==> src/rtl/week_5_gate_bist.sv <==
// Built-in self test for a 2-input gate: walks {a,b} through 00..11, waits SETTLE_CYCLES, compares y with TRUTH.
// Latency: 2+SETTLE_CYCLES cycles per vector, done pulses 4*(2+SETTLE_CYCLES) edges after start accept.
// Backpressure: none; start is only accepted in IDLE. Optional GATE_BIST_LOOP_EN adds loop/run_count.
module week_5_gate_bist #(
    parameter logic [3:0] TRUTH         = 4'b0111,
    parameter int         SETTLE_CYCLES = 2
) (
    input  logic        clk,
    input  logic        rst_n,
    input  logic        start,
`ifdef GATE_BIST_LOOP_EN
    input  logic        loop,
    output logic [15:0] run_count,
`endif
    output logic        a_out,
    output logic        b_out,
    input  logic        y_in,
    output logic        busy,
    output logic        done,
    output logic        pass,
    output logic [2:0]  pass_count,
    output logic [2:0]  fail_count,
    output logic [3:0]  fail_mask
);

    typedef enum logic [2:0] {IDLE, APPLY, SETTLE, SAMPLE, DONE} state_t;

    localparam logic [3:0] SETTLE_LAST = 4'((SETTLE_CYCLES > 0) ? SETTLE_CYCLES - 1 : 0);

    state_t     state;
    logic [1:0] idx;
    logic [3:0] settle_cnt;
    logic       hit;

    assign hit = (y_in == TRUTH[idx]);

    always_ff @(posedge clk or negedge rst_n) begin
        if (!rst_n) begin
            state      <= IDLE;
            idx        <= 2'd0;
            settle_cnt <= 4'd0;
            a_out      <= 1'b0;
            b_out      <= 1'b0;
            busy       <= 1'b0;
            done       <= 1'b0;
            pass       <= 1'b0;
            pass_count <= 3'd0;
            fail_count <= 3'd0;
            fail_mask  <= 4'd0;
`ifdef GATE_BIST_LOOP_EN
            run_count  <= 16'd0;
`endif
        end else begin
            done <= 1'b0;
            case (state)
                IDLE: begin
                    if (start) begin
                        state      <= APPLY;
                        busy       <= 1'b1;
                        idx        <= 2'd0;
                        a_out      <= 1'b0;
                        b_out      <= 1'b0;
                        pass       <= 1'b0;
                        pass_count <= 3'd0;
                        fail_count <= 3'd0;
                        fail_mask  <= 4'd0;
                    end
                end
                APPLY: begin
                    settle_cnt <= 4'd0;
                    state      <= (SETTLE_CYCLES == 0) ? SAMPLE : SETTLE;
                end
                SETTLE: begin
                    if (settle_cnt == SETTLE_LAST) begin
                        state <= SAMPLE;
                    end else begin
                        settle_cnt <= settle_cnt + 4'd1;
                    end
                end
                SAMPLE: begin
                    if (hit) begin
                        pass_count <= pass_count + 3'd1;
                    end else begin
                        fail_count     <= fail_count + 3'd1;
                        fail_mask[idx] <= 1'b1;
                    end
                    if (idx == 2'd3) begin
                        // fail_count has not absorbed this vector yet, so fold in the live compare
                        state <= DONE;
                        done  <= 1'b1;
                        pass  <= hit && (fail_count == 3'd0);
`ifdef GATE_BIST_LOOP_EN
                        if (run_count != 16'hFFFF) begin
                            run_count <= run_count + 16'd1;
                        end
`endif
                    end else begin
                        idx            <= idx + 2'd1;
                        {a_out, b_out} <= idx + 2'd1;
                        state          <= APPLY;
                    end
                end
                DONE: begin
`ifdef GATE_BIST_LOOP_EN
                    if (loop) begin
                        state      <= APPLY;
                        idx        <= 2'd0;
                        a_out      <= 1'b0;
                        b_out      <= 1'b0;
                        pass_count <= 3'd0;
                        fail_count <= 3'd0;
                        fail_mask  <= 4'd0;
                    end else begin
                        state <= IDLE;
                        busy  <= 1'b0;
                    end
`else
                    state <= IDLE;
                    busy  <= 1'b0;
`endif
                end
                default: begin
                    state <= IDLE;
                    busy  <= 1'b0;
                end
            endcase
        end
    end

endmodule
==> config.mk <==
export PLATFORM = sky130hd
export DESIGN_NAME = week_5_gate_bist
export DESIGN_NICKNAME = d
export VERILOG_FILES = /design/src/rtl/week_5_gate_bist.sv
export SDC_FILE = /design/constraint.sdc
export NUM_CORES = 1
export LEC_CHECK = 0
export CAP_MARGIN = 25
export CORE_MARGIN = 1.5
export CORE_UTILIZATION = 40
export DETAILED_ROUTE_END_ITERATION = 8
export SYNTH_ARGS = -nofsm -noshare
export SYNTH_HDL_FRONTEND = slang
export SYNTH_SLANG_ARGS = --single-unit
==> constraint.sdc <==
create_clock -name clk -period 1.63 [get_ports clk]
set_input_delay 0.489 -clock clk [delete_from_list [all_inputs] [get_ports clk]]
set_output_delay 0.489 -clock clk [all_outputs]
set_load 0.02 [all_outputs]
==> flow_metrics.env <==
export IMPL_status="finished, violations left"
export IMPL_violations="design-rule violations"
export IMPL_postSynthCellCount=112
export IMPL_synth_flop_cell="dfrtp_1"
export IMPL_powerDensity_mw_per_mm2=1770
export IMPL_drt_total_wl_um=2320
export IMPL_worst_ep_arrival_time_ns=1.83
export IMPL_grt_max_degree=23
export IMPL_worstMarginPinSlew_ns=0.299
export IMPL_ant_nets=0
export IMPL_required_ns=1.84
export IMPL_cts_setup_buffers=0
export IMPL_critPathLaunchType="input port"
export IMPL_grt_pass1_vias=917
export IMPL_port_buffer_count=18
export IMPL_clock_latency_ns=0.31
export IMPL_die_h_um=57.9
export IMPL_drc_errors=2
export IMPL_coreArea_mm2=0.00281
export IMPL_die_area_mm2=0.00335
export IMPL_syn_avg_cell_area_um2=10.8
export IMPL_h_tree_depth=1
export IMPL_clk_pin_slew_worst_paths_ns=0.13
export IMPL_crit_path_end_kind="register"
export IMPL_num_rows=19
export IMPL_ys_seq_area_frac=0.457
export IMPL_fin_area_mm2=0.00154
export IMPL_cts_made_buffers=3
export IMPL_slew_headroom=0.800
export IMPL_routedWlPerCell_um=13.1
export IMPL_hpwl_um=1700
export IMPL_netlist_area_mm2=0.00120
export IMPL_rsz0062_at_grt="no"
export IMPL_first_iter_violations=16
export IMPL_timing_fmax_mhz=617
export IMPL_gp_congestion=0.760
export IMPL_final_nets=160
export IMPL_antenna_cells=0
export IMPL_ys_warn_count=0
export IMPL_antenna_found_initial=0
export IMPL_total_power_mw=2.73
export IMPL_syn_nets=125
export IMPL_cts_tree="built"
export IMPL_firstDrtPassIters=6
export IMPL_ioPinCount=19
export IMPL_finalSetupViolations=0
export IMPL_crit_fanout=3
export IMPL_p_leak_nw=0.791
export IMPL_drive_above_1_share=0.233
export IMPL_hold_ws_ns=0.485
export IMPL_cts_hold_buf=0
export IMPL_path_class="in2reg"
export IMPL_async_reset_ff_frac=1.00
export IMPL_cts_sinks=22
export IMPL_period_needed_ns=1.62
export IMPL_dpl_instance_area_mm2=0.00151
export IMPL_hold_class="reg2reg"
export IMPL_cts_buffer_depth=2
export IMPL_grt_pass1_wl_um=3890
export IMPL_grtUsageTotal=0.151
export IMPL_ys_seq_elements=22
export IMPL_initial_core_util=0.430
export IMPL_root_buffer="clkbuf_4"
export IMPL_fin_skew_ns=0.00791
export IMPL_synth_edf_count=0
export IMPL_die_w_um=57.9
export IMPL_grt_overflow=0
export IMPL_avgViaCountPerCell=5.17
export IMPL_drv_cap=0
export IMPL_area_growth_pct=27.7
export IMPL_ys_types=38
export IMPL_vias=915
export IMPL_drv_slew=0
export IMPL_max_vdd_ir_drop_mv=0.831
export IMPL_post_route_period_util=0.994
export IMPL_hold_viol=0
kinds of logic after synthesis:
| kind of cell | share of synthesized area |
|---|---|
| xor+xnor | 0.0218 |
| simple gates | 0.202 |
| compound gates | 0.128 |
| flops | 0.457 |
| fa+ha+maj | 0.0935 |
| mux | 0.0374 |
| buf+inv | 0.0602 |
cells in the mapped netlist (all sizes together) (3+ instances only):
| cell | count | area, µm² |
|---|---|---|
| a31oi | 3 | 18.8 |
| buf | 4 | 35.0 |
| dfrtp | 22 | 551 |
| ha | 9 | 113 |
| inv | 10 | 37.5 |
| mux2i | 3 | 30.0 |
| nand2 | 7 | 26.3 |
| nand3 | 4 | 20.0 |
| nor2 | 9 | 33.8 |
| o211ai | 4 | 30.0 |
| o21ai | 9 | 52.6 |
sequential cells by signal, indices dropped and copies added (netlist names):
register and flops:
fail_mask 4, settle_cnt 4, fail_count 3, pass_count 3
state 3, a_out 1, busy 1, done 1
idx 1, pass 1
power breakdown:
group | switching (mW) | total [mW] | leakage [nW] | internal, mW
registers | 0.139 | 0.890 | 0.286 | 0.751
logic | 0.847 | 1.53 | 0.484 | 0.688
clock network | 0.165 | 0.301 | 0.0210 | 0.136
total | 1.15 | 2.73 | 0.791 | 1.57
per-layer routing:
metal	GRT usage	routed length [µm]	vias to the layer above
met1	0.191	1120	443
met5	0	0	-
li1	-	-	459
met2	0.250	1130	11
met3	0.0223	57	2
met4	0.0764	21	0
cell usage in the layout (no fill, tap or decap), types with 2 or more instances in the layout:
| cell | count |
|---|---|
| ha_1 | 9 |
| a31oi_1 | 3 |
| o21ai_2 | 3 |
| o21ai_0 | 6 |
| mux2i_1 | 3 |
| o211ai_1 | 4 |
| dlygate4sd2_1 | 14 |
| nor2b_1 | 2 |
| nand3_1 | 4 |
| buf_4 | 16 |
| nand4_1 | 2 |
| a21oi_1 | 2 |
| dfrtp_1 | 22 |
| clkdlybuf4s50_1 | 3 |
| inv_1 | 10 |
| nand2_1 | 7 |
| nor2_1 | 9 |
| clkbuf_4 | 3 |
final cells by class:
type                       count  area, µm²
clock buffer                   4       36.3
timing repair buffer          34        283
fill                         258       1270
inverter                      10       37.5
multi-input combinational     76        593
tap                           31       38.8
sequential                    22        551
timing repair:
item	4_1_cts	5_1_grt
setup endpoints to repair	18	3
cloned	0	0
resized for setup	17	2
through the flow:
stage,instances,setup slack [ns],TNS [ns],utilization
finish,177,0.00898,0,0.549
global route,177,0.00380,0,0.549
CTS,177,0.0102,0,0.545
detailed placement,173,-0.369,-3.16,0.538
global placement,173,-0.328,-2.95,0.538
floorplan,112,0.0900,0,-
critical path: stages:
cell and delay, ns:
clkdlybuf4s50_1 0.47, or4b_4 0.48, o21ai_2 0.08, mux2_4 0.30
worst paths after layout:
check,from,cells past startpoint,slack (ns),end
max in group asynchronous,rst_n,2,0.90,settle_cnt[2]
min in group asynchronous,rst_n,2,0.51,fail_count[2]
setup reg to reg,settle_cnt[1],5,0.07,settle_cnt[1]
hold reg to reg,settle_cnt[3],1,0.49,settle_cnt[3]
setup / recovery,start,4,0.009,pass
hold / removal,settle_cnt[3],1,0.49,settle_cnt[3]
Note: power is estimated with default switching activity, not from simulation.
==> RTL edit: new RTL, config.mk and constraints unchanged <==
Add a define of `GATE_BIST_LOOP_EN`.
--- a/src/rtl/week_5_gate_bist.sv
+++ b/src/rtl/week_5_gate_bist.sv
@@ -1,6 +1,8 @@
 // Built-in self test for a 2-input gate: walks {a,b} through 00..11, waits SETTLE_CYCLES, compares y with TRUTH.
 // Latency: 2+SETTLE_CYCLES cycles per vector, done pulses 4*(2+SETTLE_CYCLES) edges after start accept.
 // Backpressure: none; start is only accepted in IDLE. Optional GATE_BIST_LOOP_EN adds loop/run_count.
+`define GATE_BIST_LOOP_EN
+
 module week_5_gate_bist #(
     parameter logic [3:0] TRUTH         = 4'b0111,
     parameter int         SETTLE_CYCLES = 2
Ports: changed (added loop and run_count); port bits go from 19 to 36. No check against the original RTL was run, so the function may have changed too.
==> RTL edit against the original RTL <==
  * Sequential power is 51% higher
  * Wire length is 98% higher
  * Synthesized area is 63% higher
  * Worst setup slack worse by 0.0086 ns
  * Sequential cell count is 16 higher
  * Register-to-register slack worse by 0.07 ns
  * Power is 41% higher
  * Design area is 85% higher
  * Worst hold slack worse by 0.35 ns
==> RTL edit: results (changes against the original RTL) <==
| Metric | Value |
|---|---|
| Post-synth cell types | 43 (+13%) |
| Peak VDD IR | 813 uV (-2.2%) |
| WL final | 4600 microns (+98%) |
| WL per Instance | 13.7 microns (+4.5%) |
| Minimum hold slack | 0.134 ns (-0.351 ns) |
| Clk_lat worst skew | 0.29 ns (-0.02 ns) |
| Asr flop ratio synth | 100% (unchanged) |
| Fillers | 421 (+63%) |
| Synth Area in XOR/XNOR | 8.03% (+5.8 points) |
| Slowest stage delay, CP | 0.39 ns (-0.09 ns) |
| Pleak | 1.50 nW (+90%) |
| HP Class | in -> async |
| Endpoints failing setup | 0 (unchanged) |
| Sequential area share after synthesis | 48.4% (+2.7 points) |
| Status | complete, no violations |
| GRT Total Usage | 18.9% (+3.8 points) |
| Placer Congestion | 0.825 (+8.6%) |
| Layout cell share with drive strength beyond 1 | 31.0% (+7.7 points) |
| Largest net degree at the start of global routing | 20 (-13%) |
| Fin crit period | 1.63 ns (+0.00857 ns) |
| Post-synthesis compound-gate area fraction | 10.2% (-2.6 points) |
| Area share of fa/ha/maj cells after synthesis | 7.01% (-2.3 points) |
| Synth Instances | 183 (+63%) |
| FF-to-FF setup slack | 0.0004 ns (-0.07 ns) |
| Critical path data arrival time | 1.79 ns (-0.04 ns) |
| M1 WL | 2050 microns (+83%) |
| Final nets | 283 (+77%) |
| Area after DPL | 2670 sq um (+77%) |
| Biggest regs | run_count (16), fail_mask (4), settle_cnt (4) |
| Synth area leaders | dfrtp_1, ha_1, xnor2_1 |
| Pre-antenna DRT Iters | 4 (-2) |
| Buffers & Inverters on Critical Path | 2 (+1) |
| Routed wl met3 | 117 microns (+110%) |
| DR vias | 1671 (+83%) |
| Worst-margin pin slew | 0.430 ns (+0.132 ns) |
| Multiplexer area fraction after synthesis | 2.42% (-1.3 points) |
| Net Count, Synth | 199 (+59%) |
| Root Driver | clkbuf_8 |
| Critical path fanouts, max | 4 (+1) |
| Port Buffers | 35 (+17) |
| TritonCTS Buffers | 5 (+2) |
| Wire length on met2 | 2360 microns (+110%) |
| CP top delay family | simple AND/OR/NAND/NOR gates |
| Placed Cells | 319 (+84%) |
| First-pass GRT wire length | 7820 microns (+100%) |
| Pre-CTS setup slack | -0.252 ns (+0.117 ns) |
| Commonest cells post-synth | dfrtp_1, nor2_1, ha_1, nand3_1 |
| Iteration-0 DRC count of the detailed router | 57 (+41) |
| Placed wire-length estimate | 3490 microns (+110%) |
| Worst reg2reg path depth | 7 (+2) |
| Setup crit start | run_count[0]$_DFFE_PN0P_ |
| Slowest CP cell | dfrtp_2 |
| Clock Skew | 0.00615 ns (-0.00176 ns) |
| H-Tree Depth | 2 (+1) |
| Clk slew on worst S/H paths | 0.07 ns (-0.06 ns) |
==> RTL edit: changes by cell type after synthesis, sizes merged, moves of 4 or more <==
cell / unedited run / this run
xor2: 1 / 9
a21oi: 2 / 9
dfrtp: 22 / 38
xnor2: 2 / 9
nand3: 4 / 11
nand4: 2 / 7
nor2: 9 / 15
nor3: 1 / 5
==> RTL edit: per-layer routing <==
layer / global-route usage (%) / up-vias
li1: - / 825
met1: 25.3 / 813
met2: 30.2 / 25
met3: 4.42 / 8
met4: 6.08 / 0
met5: 0 / -
==> RTL edit: area by class of cell <==
| cell class | instances | area [sq um] | share of cell area [%] |
|---|---|---|---|
| clock buffer | 7 | 86.3 | 3.04 |
| clock inverter | 1 | 5.00 | 0.176 |
| timing repair buffer | 81 | 643 | 22.6 |
| tap | 67 | 83.8 | 2.95 |
| multi-input combinational | 134 | 1040 | 36.7 |
| inverter | 7 | 26.3 | 0.924 |
| sequential | 38 | 956 | 33.6 |
==> RTL edit: worst paths after layout <==
kind | end
setup / recovery | run_count[4]$_DFFE_PN0P_
hold / removal | pass_count[2]$_DFFE_PN0P_
setup reg to reg | run_count[4]$_DFFE_PN0P_
hold reg to reg | fail_mask[1]$_DFFE_PN0P_
max in group asynchronous | run_count[12]$_DFFE_PN0P_
min in group clk | fail_mask[1]$_DFFE_PN0P_
==> RTL edit: repair_timing <==
action                                  in CTS  in global routing
hold buffers                                 0                  0
resized for setup                           39                 18
setup buffers                                1                  7
endpoints found under the setup margin      39                 22
pin swaps                                    1                  7
endpoints found under the hold margin        0                  0
==> RTL edit: report_power, final <==
part / total (mW) / switching (mW) / internal (mW) / leakage (nW)
Combinational: 1.83 / 0.958 / 0.871 / 0.948
Sequential: 1.34 / 0.183 / 1.16 / 0.504
Clock: 0.672 / 0.330 / 0.342 / 0.0482
